$ cat src/rtl/ex_div.sv
// Iterative radix-2 restoring divider for the EX stage (div.w/mod.w/div.wu/mod.wu).
// Holds earlier stages through stallreq_o until {remainder, quotient} is presented on result_o.
module ex_div #(
    parameter int WIDTH = 32
) (
    input  logic                 clk,
    input  logic                 rst,
    input  logic                 start_i,
    input  logic                 annul_i,
    input  logic                 signed_div_i,
    input  logic [WIDTH-1:0]     opdata1_i,
    input  logic [WIDTH-1:0]     opdata2_i,
    output logic [2*WIDTH-1:0]   result_o,
    output logic                 ready_o,
    output logic                 stallreq_o
);

    localparam int CW = $clog2(WIDTH);

    typedef enum logic [1:0] {S_IDLE, S_DIVZERO, S_ON, S_END} state_t;

    state_t             state_q, state_d;
    logic [CW-1:0]      cnt_q, cnt_d;
    logic [WIDTH-1:0]   dividend_q, dividend_d;
    logic [WIDTH-1:0]   divisor_q, divisor_d;
    logic [WIDTH-1:0]   rem_q, rem_d;
    logic [WIDTH-1:0]   quo_q, quo_d;
    logic               neg_quo_q, neg_quo_d;
    logic               neg_rem_q, neg_rem_d;
    logic [2*WIDTH-1:0] result_q, result_d;
    logic               ready_q, ready_d;

    logic [WIDTH:0]     rem_sh;
    logic [WIDTH:0]     diff;
    logic [WIDTH-1:0]   step_rem, step_quo;
    logic [WIDTH-1:0]   abs1, abs2;

    always_comb begin
        abs1 = (signed_div_i && opdata1_i[WIDTH-1]) ? (~opdata1_i + 1'b1) : opdata1_i;
        abs2 = (signed_div_i && opdata2_i[WIDTH-1]) ? (~opdata2_i + 1'b1) : opdata2_i;

        // Trial subtract on WIDTH+1 bits; the borrow bit decides keep vs restore.
        rem_sh = {rem_q, quo_q[WIDTH-1]};
        diff   = rem_sh - {1'b0, divisor_q};
        if (!diff[WIDTH]) begin
            step_rem = diff[WIDTH-1:0];
            step_quo = {quo_q[WIDTH-2:0], 1'b1};
        end else begin
            step_rem = rem_sh[WIDTH-1:0];
            step_quo = {quo_q[WIDTH-2:0], 1'b0};
        end
    end

    always_comb begin
        state_d    = state_q;
        cnt_d      = cnt_q;
        dividend_d = dividend_q;
        divisor_d  = divisor_q;
        rem_d      = rem_q;
        quo_d      = quo_q;
        neg_quo_d  = neg_quo_q;
        neg_rem_d  = neg_rem_q;
        result_d   = result_q;
        ready_d    = ready_q;

        case (state_q)
            S_IDLE: begin
                if (start_i) begin
                    dividend_d = opdata1_i;
                    neg_quo_d  = signed_div_i & (opdata1_i[WIDTH-1] ^ opdata2_i[WIDTH-1]);
                    neg_rem_d  = signed_div_i & opdata1_i[WIDTH-1];
                    if (opdata2_i == '0) begin
                        state_d = S_DIVZERO;
                    end else begin
                        divisor_d = abs2;
                        quo_d     = abs1;
                        rem_d     = '0;
                        cnt_d     = '0;
                        state_d   = S_ON;
                    end
                end
            end
            S_ON: begin
                rem_d = step_rem;
                quo_d = step_quo;
                cnt_d = cnt_q + 1'b1;
                if (cnt_q == CW'(WIDTH - 1)) begin
                    result_d = {(neg_rem_q ? (~step_rem + 1'b1) : step_rem),
                                (neg_quo_q ? (~step_quo + 1'b1) : step_quo)};
                    ready_d  = 1'b1;
                    state_d  = S_END;
                end
            end
            S_DIVZERO: begin
                result_d = {dividend_q, {WIDTH{1'b1}}};
                ready_d  = 1'b1;
                state_d  = S_END;
            end
            S_END: begin
                if (!start_i) begin
                    ready_d = 1'b0;
                    state_d = S_IDLE;
                end
            end
            default: state_d = S_IDLE;
        endcase

        // A flush wins over everything, including a start seen in the same IDLE cycle.
        if (annul_i) begin
            state_d  = S_IDLE;
            ready_d  = 1'b0;
            result_d = result_q;
        end
    end

    always_ff @(posedge clk or negedge rst) begin
        if (!rst) begin
            state_q    <= S_IDLE;
            cnt_q      <= '0;
            dividend_q <= '0;
            divisor_q  <= '0;
            rem_q      <= '0;
            quo_q      <= '0;
            neg_quo_q  <= 1'b0;
            neg_rem_q  <= 1'b0;
            result_q   <= '0;
            ready_q    <= 1'b0;
        end else begin
            state_q    <= state_d;
            cnt_q      <= cnt_d;
            dividend_q <= dividend_d;
            divisor_q  <= divisor_d;
            rem_q      <= rem_d;
            quo_q      <= quo_d;
            neg_quo_q  <= neg_quo_d;
            neg_rem_q  <= neg_rem_d;
            result_q   <= result_d;
            ready_q    <= ready_d;
        end
    end

    assign result_o   = result_q;
    assign ready_o    = ready_q;
    assign stallreq_o = rst & start_i & ~annul_i & (state_q != S_END);

endmodule
$ cat config.mk
export PLATFORM = sky130hd
export DESIGN_NAME = ex_div
export DESIGN_NICKNAME = d
export VERILOG_FILES = /design/src/rtl/ex_div.sv
export SDC_FILE = /design/constraint.sdc
export NUM_CORES = 1
export LEC_CHECK = 0
export CAP_MARGIN = 30
export CORE_MARGIN = 3
export CORE_UTILIZATION = 60
export DETAILED_ROUTE_END_ITERATION = 7
export PLACE_DENSITY_LB_ADDON = 0.12
export SLEW_MARGIN = 0
export SYNTH_ARGS = -nofsm -noshare
export SYNTH_HDL_FRONTEND = slang
export SYNTH_SLANG_ARGS = --single-unit
$ cat constraint.sdc
create_clock -name clk -period 11.64 [get_ports clk]
set_input_delay 3.492 -clock clk [delete_from_list [all_inputs] [get_ports clk]]
set_output_delay 3.492 -clock clk [all_outputs]
set_load 0.1 [all_outputs]
==> summary.md, run 1 <==
| Metric | Value |
|---|---|
| First-pass GRT wire length | `around 65000 um` |
| Final Skew | `between 0.015 and 0.02 ns` |
| Worst slew pin tran | `around 1 ns` |
| Core Area | `about 22000 sq um` |
| Hold Vio Cnt, Final | `0` |
| CP endpoint | `stallreq_o` |
| Via Count | `13.0k` |
| Critical path's slowest cell | `clkdlybuf4s50_1` |
| Area Growth Syn to Fin | `16.5%` |
| CP startpoint | `rst` |
| Clk slew on worst S/H paths | `~0.06 ns` |
| DP HPWL | `~30000 um` |
| Tmin final | `~9.1 ns` |
| # resized after CTS | `0` |
| Final setup margin | `about 2.5 ns` |
| Hold buffers post-CTS | `0` |
| Post-synthesis mux area share | `0.0569` |
| Clk Tree Root Cell | `clkbuf_16` |
| Antenna viol nets, final | `0` |
| Global route total overflow | `0` |
| Ys async rst share | `1.00` |
| Max incr delay on CP | `between 1 and 1.5 ns` |
| Layout cells sized above 1 | `0.0711` |
| Adder-cell share of the synthesized area | `0.0404` |
| Synth Area per Inst | `8.37 sq um` |
| Worst path arrival time | `roughly 5.6 ns` |
| Commonest non-fill, non-tap cell in the layout | `dfrtp_1` |
| DR pass1 iterations | `6` |
| Yosys Warn Count | `0` |
| Worst Path Max Fanout | `80` |
| EDFF count, synth | `0` |
| Slew HR | `0.336` |
| Die area | `~25000 sq um` |
| Cts bufs inserted | `23` |
| Fin crit share | `0.781` |
| Antenna violations before repair | `1` |
| Top FF cell, synth | `dfrtp_1` |
| Starting Density | `0.622` |
| Compound-gate portion of the synthesized area | `0.229` |
| Pin count of the biggest net entering global routing | `87` |
| P per Cell Area | `around 260 nW/um^2` |
| Net Count, Synth | `around 1.8k` |
| Hold Worst Slack | `~0.47 ns` |
| Buf/Inv on CP | `2` |
| CTS tree | `built` |
| Crit path depth | `3` |
| Total GRT Usage | `0.329` |
| Vias in the first global route | `about 12k` |
| Worst r2r src | `quo_q[31]$_DFFE_PN0P_` |
| Pleak | `roughly 6.8 nW` |
| Final Instance Area | `approximately 16000 sq um` |
| R2r endpoint | `result_o[58]$_DFFE_PN0P_` |
| Yosys cell types | `79` |
| Placed Area | `roughly 15000 sq um` |
| Commonest non-fill, non-tap cells in the layout | `dfrtp_1 (202), nand2_1 (178), nor2_1 (163)` |
| Die X | `~160 um` |
| Startpoint types | `primary input` |
| WP data required | `between 8 and 9 ns` |
| Ant diodes | `0` |
| Final WL | `around 42000 um` |
| Sequential fraction of the synthesis area | `0.366` |
| Kind of critical path | `primary input to primary output` |
| Insertion delay to the later sink of the worst-skew pair | `0.51 ns` |
| MaxCap Viol Count | `0` |
| Simple-Gate Fraction of Synth Area | `0.178` |
| CTS sink count | `between 200 and 250` |
| Status | `finished, final reports clean` |
| RSZ-0062 raised after global routing | `false` |
| DRC viols | `0` |
| Synth Area in XOR/XNOR | `0.0830` |
| Setup crit end kind | `primary output` |
| Final net count | `approximately 1.8k` |
| Mapped Cells | `~1.7k` |
| Reg-to-reg slack, setup | `around 6.3 ns` |
| Largest family of logic cells by synthesized area | `compound AO/OA/AOI/OAI gates` |
| I/O pins | `between 100 and 150` |
| Row cnt | `54` |
| I/O Buffers | `134` |
| Yosys reg bits | `about 200` |
| HP Class | `register to register` |
| Clock Tree Buf Depth | `3` |
| H-tree levels | `1` |
| Final slew viol count | `0` |
| Wire per inst | `about 21 um` |
| Setup violators final | `0` |
| Maximum clock frequency | `between 0.1 and 0.15 GHz` |
| Crit-path cells | `clkbuf_8 -> nor4bb_1 -> clkdlybuf4s50_1` |
| Iteration-0 DRC Markers | `about 1.2k` |
| Die H | `158 um` |
| Mapped Area | `between 10000 and 15000 sq um` |
| Setup bufs post-CTS | `0` |
| Family with the most delay on the worst path | `buffers and inverters` |
| Place WS | `2.58 ns` |
| Worst-case reg-to-reg path depth | `20` |
| Peak supply drop | `roughly 0.23 mV` |
| Gpl congestion | `roughly 0.96` |
| TNS Setup | `0 ns` |
| Routed vias/inst | `6.44` |
[state kept, by name, summed over array words and instances (netlist names)]
name / count
dividend_q: 32
rem_q: 32
neg_rem_q: 1
state_q: 2
result_o: 64
divisor_q: 32
cnt_q: 5
ready_o: 1
neg_quo_q: 1
quo_q: 32
[synth_stat cells (all sizes together) (4+ instances only)]
master | count | area share
o31ai | 35 | 0.019
dfrtp | 202 | 0.37
nor2 | 167 | 0.045
nand3 | 26 | 0.0094
o41ai | 11 | 0.0070
and3 | 14 | 0.0063
o211ai | 10 | 0.0054
xnor2 | 55 | 0.035
nand4 | 10 | 0.0045
a21oi | 140 | 0.051
ha | 43 | 0.039
inv | 62 | 0.017
a22oi | 6 | 0.0043
o21ai | 160 | 0.058
a22o | 13 | 0.0082
or4 | 9 | 0.0052
a21boi | 4 | 0.0022
a31oi | 16 | 0.0072
nand2 | 180 | 0.049
a311oi | 4 | 0.0025
or2 | 7 | 0.0032
xor2 | 76 | 0.048
a211oi | 24 | 0.013
nor3 | 33 | 0.012
a221o | 4 | 0.0029
mux2i | 38 | 0.028
nand3b | 7 | 0.0038
nor4 | 12 | 0.0059
a21o | 13 | 0.0071
and4 | 4 | 0.0025
clkbuf | 69 | 0.019
buf | 28 | 0.011
mux2 | 36 | 0.029
or3 | 26 | 0.012
nor2b | 6 | 0.0027
a2111oi | 4 | 0.0039
nor3b | 4 | 0.0022
nand2b | 10 | 0.0047
o21a | 14 | 0.0076
o22ai | 25 | 0.011
and2 | 14 | 0.0063
[cells by family after synthesis]
kind of cell               Yosys count
muxes                               74
DFF                                202
buffers and inverters              160
xor gates and xnor gates           131
AOI/OAI and AO/OA                  508
adders and majority gates           44
and+or+nand+nor                    532
[per-stage QoR]
step / power [mW] / instances / util
after floorplan: 2.82 / 1651 / -
after global placement: 3.37 / 1982 / 0.686
after detailed placement: 3.42 / 1983 / 0.687
after CTS: 4.21 / 2025 / 0.724
after global routing: 4.43 / 2025 / 0.724
final: 4.23 / 2025 / 0.724
[worst register-to-register path: stages (launching register included)]
cell and delay (ns):
dfrtp_1 0.42, inv_1 0.08, ha_1 0.17, inv_1 0.06, fa_1 0.43, a211oi_2 0.32, o211ai_1 0.18, nand2_1 0.14
a221oi_2 0.09, a221o_1 0.55, nor2_2 0.23, inv_2 0.09, a21oi_1 0.30, ha_1 0.30, inv_1 0.07, or3_1 0.39
mux2_2 0.33, or2_2 0.32, o41ai_1 0.49, xnor2_1 0.19, o22ai_1 0.10
[layer usage]
metal | part of all wire | up-vias | GRT usage
met2 | 0.45 | 645 | 0.514
met1 | 0.43 | 6272 | 0.483
met4 | 0.022 | 2 | 0.0764
met5 | 0.00031 | - | 0
li1 | - | 6048 | -
met3 | 0.097 | 76 | 0.0536
[final cells by class]
cell class | instances | area, sq um
clock inverters | 10 | 131
fillers | 1720 | 6130
multi-input cells | 1289 | 8160
inverters | 63 | 236
clock buffers | 32 | 689
repair buffers | 149 | 1480
well taps | 280 | 350
flip-flops and latches | 202 | 5050
[worst min-delay path by stage]
stage                                     from                    endpoint  depth (start not counted)
detailed placement    result_o[21]$_DFFE_PN0P_    result_o[21]$_DFFE_PN0P_                          2
CTS                    result_o[2]$_DFFE_PN0P_     result_o[2]$_DFFE_PN0P_                          2
floorplan           dividend_q[12]$_DFFE_PN0P_  dividend_q[12]$_DFFE_PN0P_                          2
global route          result_o[62]$_DFFE_PN0P_    result_o[62]$_DFFE_PN0P_                          2
global placement       result_o[2]$_DFFE_PN0P_     result_o[2]$_DFFE_PN0P_                          2
finish                 result_o[2]$_DFFE_PN0P_     result_o[2]$_DFFE_PN0P_                          2
[power breakdown]
| part | switching [mW] | total, mW | internal [mW] | leakage, nW |
|---|---|---|---|---|
| Sequential | 0.220 | 1.17 | 0.952 | 2.51 |
| Clock | 0.291 | 0.770 | 0.479 | 0.409 |
| Combinational | 1.64 | 2.29 | 0.644 | 3.92 |
(Power assumes the default switching activity.)
==> run 2: changes to the inputs <==
--- a/config.mk
+++ b/config.mk
@@ -7,7 +7,7 @@
 export LEC_CHECK = 0
 export CAP_MARGIN = 30
 export CORE_MARGIN = 3
-export CORE_UTILIZATION = 60
+export CORE_UTILIZATION = 59
 export DETAILED_ROUTE_END_ITERATION = 7
 export PLACE_DENSITY_LB_ADDON = 0.12
 export SLEW_MARGIN = 0
==> constraint.sdc (replaced) <==
create_clock -name clk -period 8.5 [get_ports clk]
set_input_delay 2.55 -clock clk [delete_from_list [all_inputs] [get_ports clk]]
set_output_delay 2.55 -clock clk [all_outputs]
set_load 0.1 [all_outputs]
==> run 2 against run 1 <==
  * Final area about the same
  * Largest power group unchanged
  * Wire length decreased by 0.57%
  * Non-clock buffer count increased by 2
  * Final cell count increased by 1.6%
  * Largest cell class unchanged
  * Power increased by 35%
  * Utilization decreased by 1.9 points
  * Highest routed layer unchanged
  * Register-to-register slack got worse by 3.5 ns
  * Via count decreased by 1.5%
  * Clock skew decreased by 0.0032 ns
==> summary.md, run 2 (synthesized netlist as in run 1, its figures left out) <==
| Metric | Value |
|---|---|
| Status | `finished, final reports clean` |
| Combinational cell fraction of total power | `0.538` |
| Psw | `slightly below 3 mW` |
| Commonest non-fill, non-tap cell in the layout | `dfrtp_1` |
| Clk pwr share | `0.178` |
| Placed cell count | `about 2.0k` |
| Starting Density | `0.605` |
| Total GRT Usage | `0.318` |
| Die X | `about 160 um` |
| Peak supply drop | `0.329 mV` |
| Core Area | `between 20000 and 25000 sq um` |
| Register area | `about 5100 sq um` |
| Fill cells | `between 1.5k and 2k` |
| Layout cells sized above 1 | `0.0705` |
| Setup violators final | `0` |
| Maximum clock frequency | `between 0.15 and 0.2 GHz` |
| HP Class | `register to register` |
| Startpoint types | `primary input` |
| Tmin final | `~6.6 ns` |
| P_int | `approximately 2.8 mW` |
| Setup crit end kind | `register` |
| Slew HR | `0.200` |
| TNS Setup | `0 ns` |
| Critical path's slowest cell | `or4_1` |
| CTS sink count | `202` |
| Worst path arrival time | `slightly below 7 ns` |
| Kind of critical path | `primary input to register` |
| DRC viols | `0` |
| Clk Tree Root Cell | `clkbuf_16` |
| Sequential power share | `0.284` |
| Hold Vio Cnt, Final | `0` |
| Max incr delay on CP | `roughly 0.60 ns` |
| Max reg flops | `64` |
| M1 WL | `18600 um` |
| Via Count | `12.9k` |
| Iteration-0 DRC Markers | `between 1k and 1.5k` |
| Crit-path cells | `clkdlybuf4s50_1 -> or4_1 -> nor2_1 -> nand2_1 -> nor4_2 -> nand2_1 -> nor4_1 -> or2_2 -> nand2_1 -> nand2_1 -> buf_4 -> o21ai_0` |
| Final WL | `roughly 41000 um` |
| P per Cell Area | `roughly 350 nW/um^2` |
| Pleak | `~6.8 nW` |
| Top layer in use | `met5` |
| DP HPWL | `about 31000 um` |
| I/O pins | `~140` |
| Fin cells | `a little over 2k` |
| RSZ-0062 raised after global routing | `false` |
| Insertion delay to the later sink of the worst-skew pair | `0.50 ns` |
| Vias in the first global route | `12.1k` |
| Sw frac | `0.510` |
| Clock Tree Buf Depth | `3` |
| CTS tree | `built` |
| # resized after CTS | `0` |
| Setup bufs post-CTS | `0` |
| Hold Worst Slack | `between 0.4 and 0.5 ns` |
| Die H | `159 um` |
| Antenna violations before repair | `2` |
| Hold buffers post-CTS | `0` |
| Cts bufs inserted | `23` |
| Worst slew pin tran | `about 1.2 ns` |
| H-tree levels | `1` |
| WL met2 | `~18000 um` |
| DR pass1 iterations | `5` |
| Global route total overflow | `0` |
| Worst-case reg-to-reg path depth | `20` |
| Die area | `~25000 sq um` |
| WP data required | `about 8.9 ns` |
| Routed vias/inst | `6.24` |
| Commonest non-fill, non-tap cells in the layout | `dfrtp_1 (202), nand2_1 (179), nor2_1 (163)` |
| Power Total | `~5.7 mW` |
| First-pass GRT wire length | `~66000 um` |
| Area Growth Syn to Fin | `16.5%` |
| Wire per inst | `20.1 um` |
| Ant diodes | `0` |
| Antenna viol nets, final | `0` |
| Clk slew on worst S/H paths | `around 0.060 ns` |
| Most used cell along the critical path | `nand2_1` |
| Hold-critical path depth | `2` |
| Row cnt | `55` |
| Fin crit share | `0.771` |
| Gpl congestion | `roughly 0.95` |
| Final net count | `1843` |
| MaxCap Viol Count | `0` |
| DR WL met3 | `just under 4000 um` |
| Multi-input gate area | `a little over 8000 sq um` |
| I/O Buffers | `134` |
| Pin count of the biggest net entering global routing | `slightly below 90` |
| Worst Path Max Fanout | `28` |
| Final Skew | `between 0.01 and 0.015 ns` |
| Final slew viol count | `0` |
-- run 2: power groups by stage --
stage               logic [mW]  registers (mW)  clock network (mW)
finish                    3.07            1.62                1.02
detailed placement        3.03            1.62                   0
global placement          2.99            1.61                   0
CTS                       3.06            1.61                1.02
floorplan                 1.25            2.61                   0
global route              3.26            1.67                1.07
-- run 2: path summary, 6_finish.rpt --
check,from,end,slack [ns]
max,opdata2_i[2],rem_q[2]$_DFFE_PN0P_,1.94
min,result_o[2]$_DFFE_PN0P_,result_o[2]$_DFFE_PN0P_,0.47
max reg2reg,quo_q[31]$_DFFE_PN0P_,result_o[58]$_DFFE_PN0P_,2.72
min reg2reg,result_o[2]$_DFFE_PN0P_,result_o[2]$_DFFE_PN0P_,0.47
max in group asynchronous,rst,divisor_q[18]$_DFFE_PN0P_,5.23
min in group asynchronous,rst,result_o[33]$_DFFE_PN0P_,2.02
-- run 2: final cells by class --
type / instances / area share
Tap cell: 313 / 0.0243
Timing Repair Buffer: 151 / 0.0925
Inverter: 63 / 0.0147
Sequential cell: 202 / 0.314
Multi-Input combinational cell: 1289 / 0.507
Clock buffer: 30 / 0.0399
Clock inverter: 10 / 0.00808
-- run 2: metal layers --
metal,vias to the layer above,global-route usage
met1,6159,0.468
met3,81,0.0754
met2,539,0.472
li1,6065,-
met5,-,0.0246
met4,6,0.0776
-- run 2: per-stage QoR --
| stage | area (sq um) | setup slack [ns] | util |
|---|---|---|---|
| after floorplan | 13800 | 0.501 | - |
| after global placement | 15300 | 1.68 | 0.670 |
| after detailed placement | 15300 | 1.55 | 0.671 |
| after CTS | 16100 | 2.00 | 0.705 |
| after global routing | 16100 | 1.62 | 0.705 |
| final | 16100 | 1.94 | 0.705 |
-- run 2: critical path: cells and delay by family --
family | cells | cell delay (ns)
buffers and inverters | 2 | 0.83
AND/OR/NAND/NOR | 9 | 3.37
AO/OA/AOI/OAI | 1 | 0.15
==> run 3: changes to the inputs <==
--- a/config.mk
+++ b/config.mk
@@ -7,7 +7,7 @@
 export LEC_CHECK = 0
 export CAP_MARGIN = 30
 export CORE_MARGIN = 3
-export CORE_UTILIZATION = 59
+export CORE_UTILIZATION = 53
 export DETAILED_ROUTE_END_ITERATION = 7
 export PLACE_DENSITY_LB_ADDON = 0.12
 export SLEW_MARGIN = 0
==> constraint.sdc (replaced) <==
create_clock -name clk -period 5.46 [get_ports clk]
set_input_delay 1.638 -clock clk [delete_from_list [all_inputs] [get_ports clk]]
set_output_delay 1.638 -clock clk [all_outputs]
set_load 0.1 [all_outputs]
==> run 3 against run 2 <==
  * Highest routed layer is now met4
  * Global-route usage is 1.7 points lower
  * Sequential power rose by 54%
  * Critical endpoint is now result_o[46]$_DFFE_PN0P_
  * Sequential share of layout area fell by 0.19 points
  * Die area is 11% higher
==> summary.md, run 3 (synthesized netlist as in run 1, its figures left out) <==
| Metric | Value |
|---|---|
| DRC viols | `0` |
| Placed cell count | `2043` |
| CTS tree | `built` |
| Reg-to-reg slack, setup | `just under 0.3 ns` |
| Worst path arrival time | `around 5.6 ns` |
| Worst slew pin tran | `about 1 ns` |
| Final WL | `42700 um` |
| Peak supply drop | `roughly 0.69 mV` |
| Insertion delay to the later sink of the worst-skew pair | `between 0.5 and 0.6 ns` |
| Status | `finished, final reports clean` |
| Maximum clock frequency | `0.194 GHz` |
| Final slew viol count | `0` |
| Total GRT Usage | `0.301` |
| Most used cell along the critical path | `inv_1` |
| Setup crit end kind | `register` |
| Commonest non-fill, non-tap cell in the layout | `dfrtp_1` |
| Tmin final | `between 5 and 6 ns` |
| Clk Tree Root Cell | `clkbuf_16` |
| CTS sink count | `202` |
| Final core occ | `0.638` |
| Via Count | `about 13k` |
| DP HPWL | `roughly 32000 um` |
| Global route total overflow | `0` |
| Multi-input gate area | `a little over 8000 sq um` |
| Clk slew on worst S/H paths | `~0.06 ns` |
| Max incr delay on CP | `0.45 ns` |
| Sw frac | `0.514` |
| Ant diodes | `0` |
| Layout cells sized above 1 | `0.0775` |
| Max reg flops | `64` |
| Die H | `167 um` |
| Min-Delay Endpoint | `result_o[2]$_DFFE_PN0P_` |
| Critical path's slowest cell | `fa_1` |
| Sequential power share | `0.281` |
| Crit path depth | `21` |
| Core Area | `around 25000 sq um` |
| Worst Path Max Fanout | `7` |
| Setup bufs post-CTS | `0` |
| Antenna violations before repair | `0` |
| Final Skew | `about 0.031 ns` |
| Worst-case reg-to-reg path depth | `21` |
| Area Growth Syn to Fin | `17.2%` |
| Fin cells | `around 2.1k` |
| I/O pins | `roughly 140` |
| Hold_sp | `result_o[2]$_DFFE_PN0P_` |
| Iteration-0 DRC Markers | `between 1k and 1.5k` |
| R2r endpoint | `result_o[46]$_DFFE_PN0P_` |
| Fill cells | `approximately 2.2k` |
| WP data required | `slightly below 6 ns` |
| Hold Worst Slack | `0.466 ns` |
| Startpoint types | `register` |
| Antenna viol nets, final | `0` |
| Final net count | `1851` |
| Worst r2r src | `quo_q[31]$_DFFE_PN0P_` |
| Starting Density | `0.544` |
| Pleak | `between 6 and 7 nW` |
| Cts bufs inserted | `23` |
| Wire per inst | `approximately 20 um` |
| Pin count of the biggest net entering global routing | `87` |
| Commonest non-fill, non-tap cells in the layout | `dfrtp_1 (202), nand2_1 (179), nor2_1 (163)` |
| HP Class | `register to register` |
| Vias in the first global route | `12.1k` |
| First-pass GRT wire length | `a little under 70000 um` |
| Family with the most delay on the worst path | `compound AO/OA/AOI/OAI gates` |
| Clk pwr share | `0.175` |
| H-tree levels | `1` |
| Crit-path cells | `inv_1 -> ha_1 -> inv_1 -> fa_1 -> a211oi_2 -> o211ai_1 -> nand2_1 -> a221oi_2 -> a221o_1 -> nor2_2 -> inv_2 -> mux2i_2 -> ha_1 -> inv_1 -> or3_1 -> nor4_1 -> mux2i_2 -> o31ai_1 -> xor2_1 -> mux2i_1 -> o21ai_0` |
| Gpl congestion | `about 0.94` |
| Slew HR | `0.337` |
| Die area | `~28000 sq um` |
| Routed vias/inst | `a little over 6` |
| Buf/Inv on CP | `4` |
| P_int | `between 4 and 5 mW` |
| Psw | `4.58 mW` |
| Row cnt | `58` |
| I/O Buffers | `approximately 130` |
| Hold Vio Cnt, Final | `0` |
| DR pass1 iterations | `5` |
| Clock Tree Buf Depth | `3` |
| Fin crit share | `0.946` |
| MaxCap Viol Count | `0` |
| Hold-critical path depth | `2` |
| Setup violators final | `0` |
| Kind of critical path | `register to register` |
| P per Cell Area | `roughly 550 nW/um^2` |
| Combinational cell fraction of total power | `0.545` |
| Power Total | `between 8 and 9 mW` |
| Register area | `around 5100 sq um` |
| Die X | `between 150 and 200 um` |
run 3: changes by cell type in the layout (fill, tap and decap cells not counted), moves of 2 or more:
cell,change
buf_4,+7
clkbuf_8,+4
buf_12,+2
bufinv_16,-2
clkinv_2,-2
mux2i_1,-2
mux2i_2,+2
run 3: worst reg2reg max path: cells and delay by family, from the launching register on:
family	cells	cell delay, ns
AO/OA/AOI/OAI	6	1.48
AND/OR/NAND/NOR	4	1.03
adder cells (fa/ha/maj)	3	0.86
multiplexers	3	0.65
flip-flops	1	0.44
buffers and inverters	4	0.33
XOR/XNOR	1	0.28
run 3: per-stage QoR:
stage          setup WS [ns]  cell area [sq um]  setup TNS [ns]
2_1_floorplan          0.361              13800               0
3_3_place_gp           0.415              15400               0
3_5_place_dp           0.312              15400               0
4_1_cts                0.371              16200               0
5_1_grt              -0.0547              16200         -0.0547
6_report               0.297              16200               0
run 3: what timing repair did:
item	CTS	global route
setup endpoints to repair	0	2
hold buffers	0	0
resized for setup	0	3
run 3: layout make-up:
| type | count | share of cell area |
|---|---|---|
| Multi-Input combinational cell | 1289 | 0.504 |
| Clock inverter | 8 | 0.00479 |
| Tap cell | 330 | 0.0255 |
| Timing Repair Buffer | 159 | 0.0960 |
| Sequential cell | 202 | 0.312 |
| Inverter | 63 | 0.0146 |
| Clock buffer | 33 | 0.0428 |
run 3: routing by layer:
| metal | wire (um) | vias to the layer above | track usage |
|---|---|---|---|
| met3 | 3140 | 65 | 0.0406 |
| met5 | 0 | - | 0 |
| met2 | 18700 | 514 | 0.451 |
| met1 | 19900 | 6192 | 0.464 |
| li1 | - | 6072 | - |
| met4 | 998 | 0 | 0.0683 |
run 3: power groups by stage:
| stage | clock (mW) | sequential, mW | combinational (mW) |
|---|---|---|---|
| final | 1.56 | 2.50 | 4.86 |
| after global routing | 1.64 | 2.58 | 5.18 |
| after CTS | 1.57 | 2.49 | 4.82 |
| after detailed placement | 0 | 2.51 | 4.79 |
| after global placement | 0 | 2.49 | 4.74 |
| after floorplan | 0 | 4.07 | 1.95 |
run 3: worst max-delay path by stage:
stage | slack [ns] | end | from
after detailed placement | 0.31 | quo_q[23]$_DFFE_PN0P_ | opdata2_i[2]
final | 0.30 | result_o[46]$_DFFE_PN0P_ | quo_q[31]$_DFFE_PN0P_
after CTS | 0.37 | result_o[46]$_DFFE_PN0P_ | quo_q[31]$_DFFE_PN0P_
after global routing | -0.05 | result_o[46]$_DFFE_PN0P_ | quo_q[31]$_DFFE_PN0P_
after floorplan | 0.36 | stallreq_o | annul_i
after global placement | 0.42 | quo_q[20]$_DFFE_PN0P_ | opdata2_i[3]
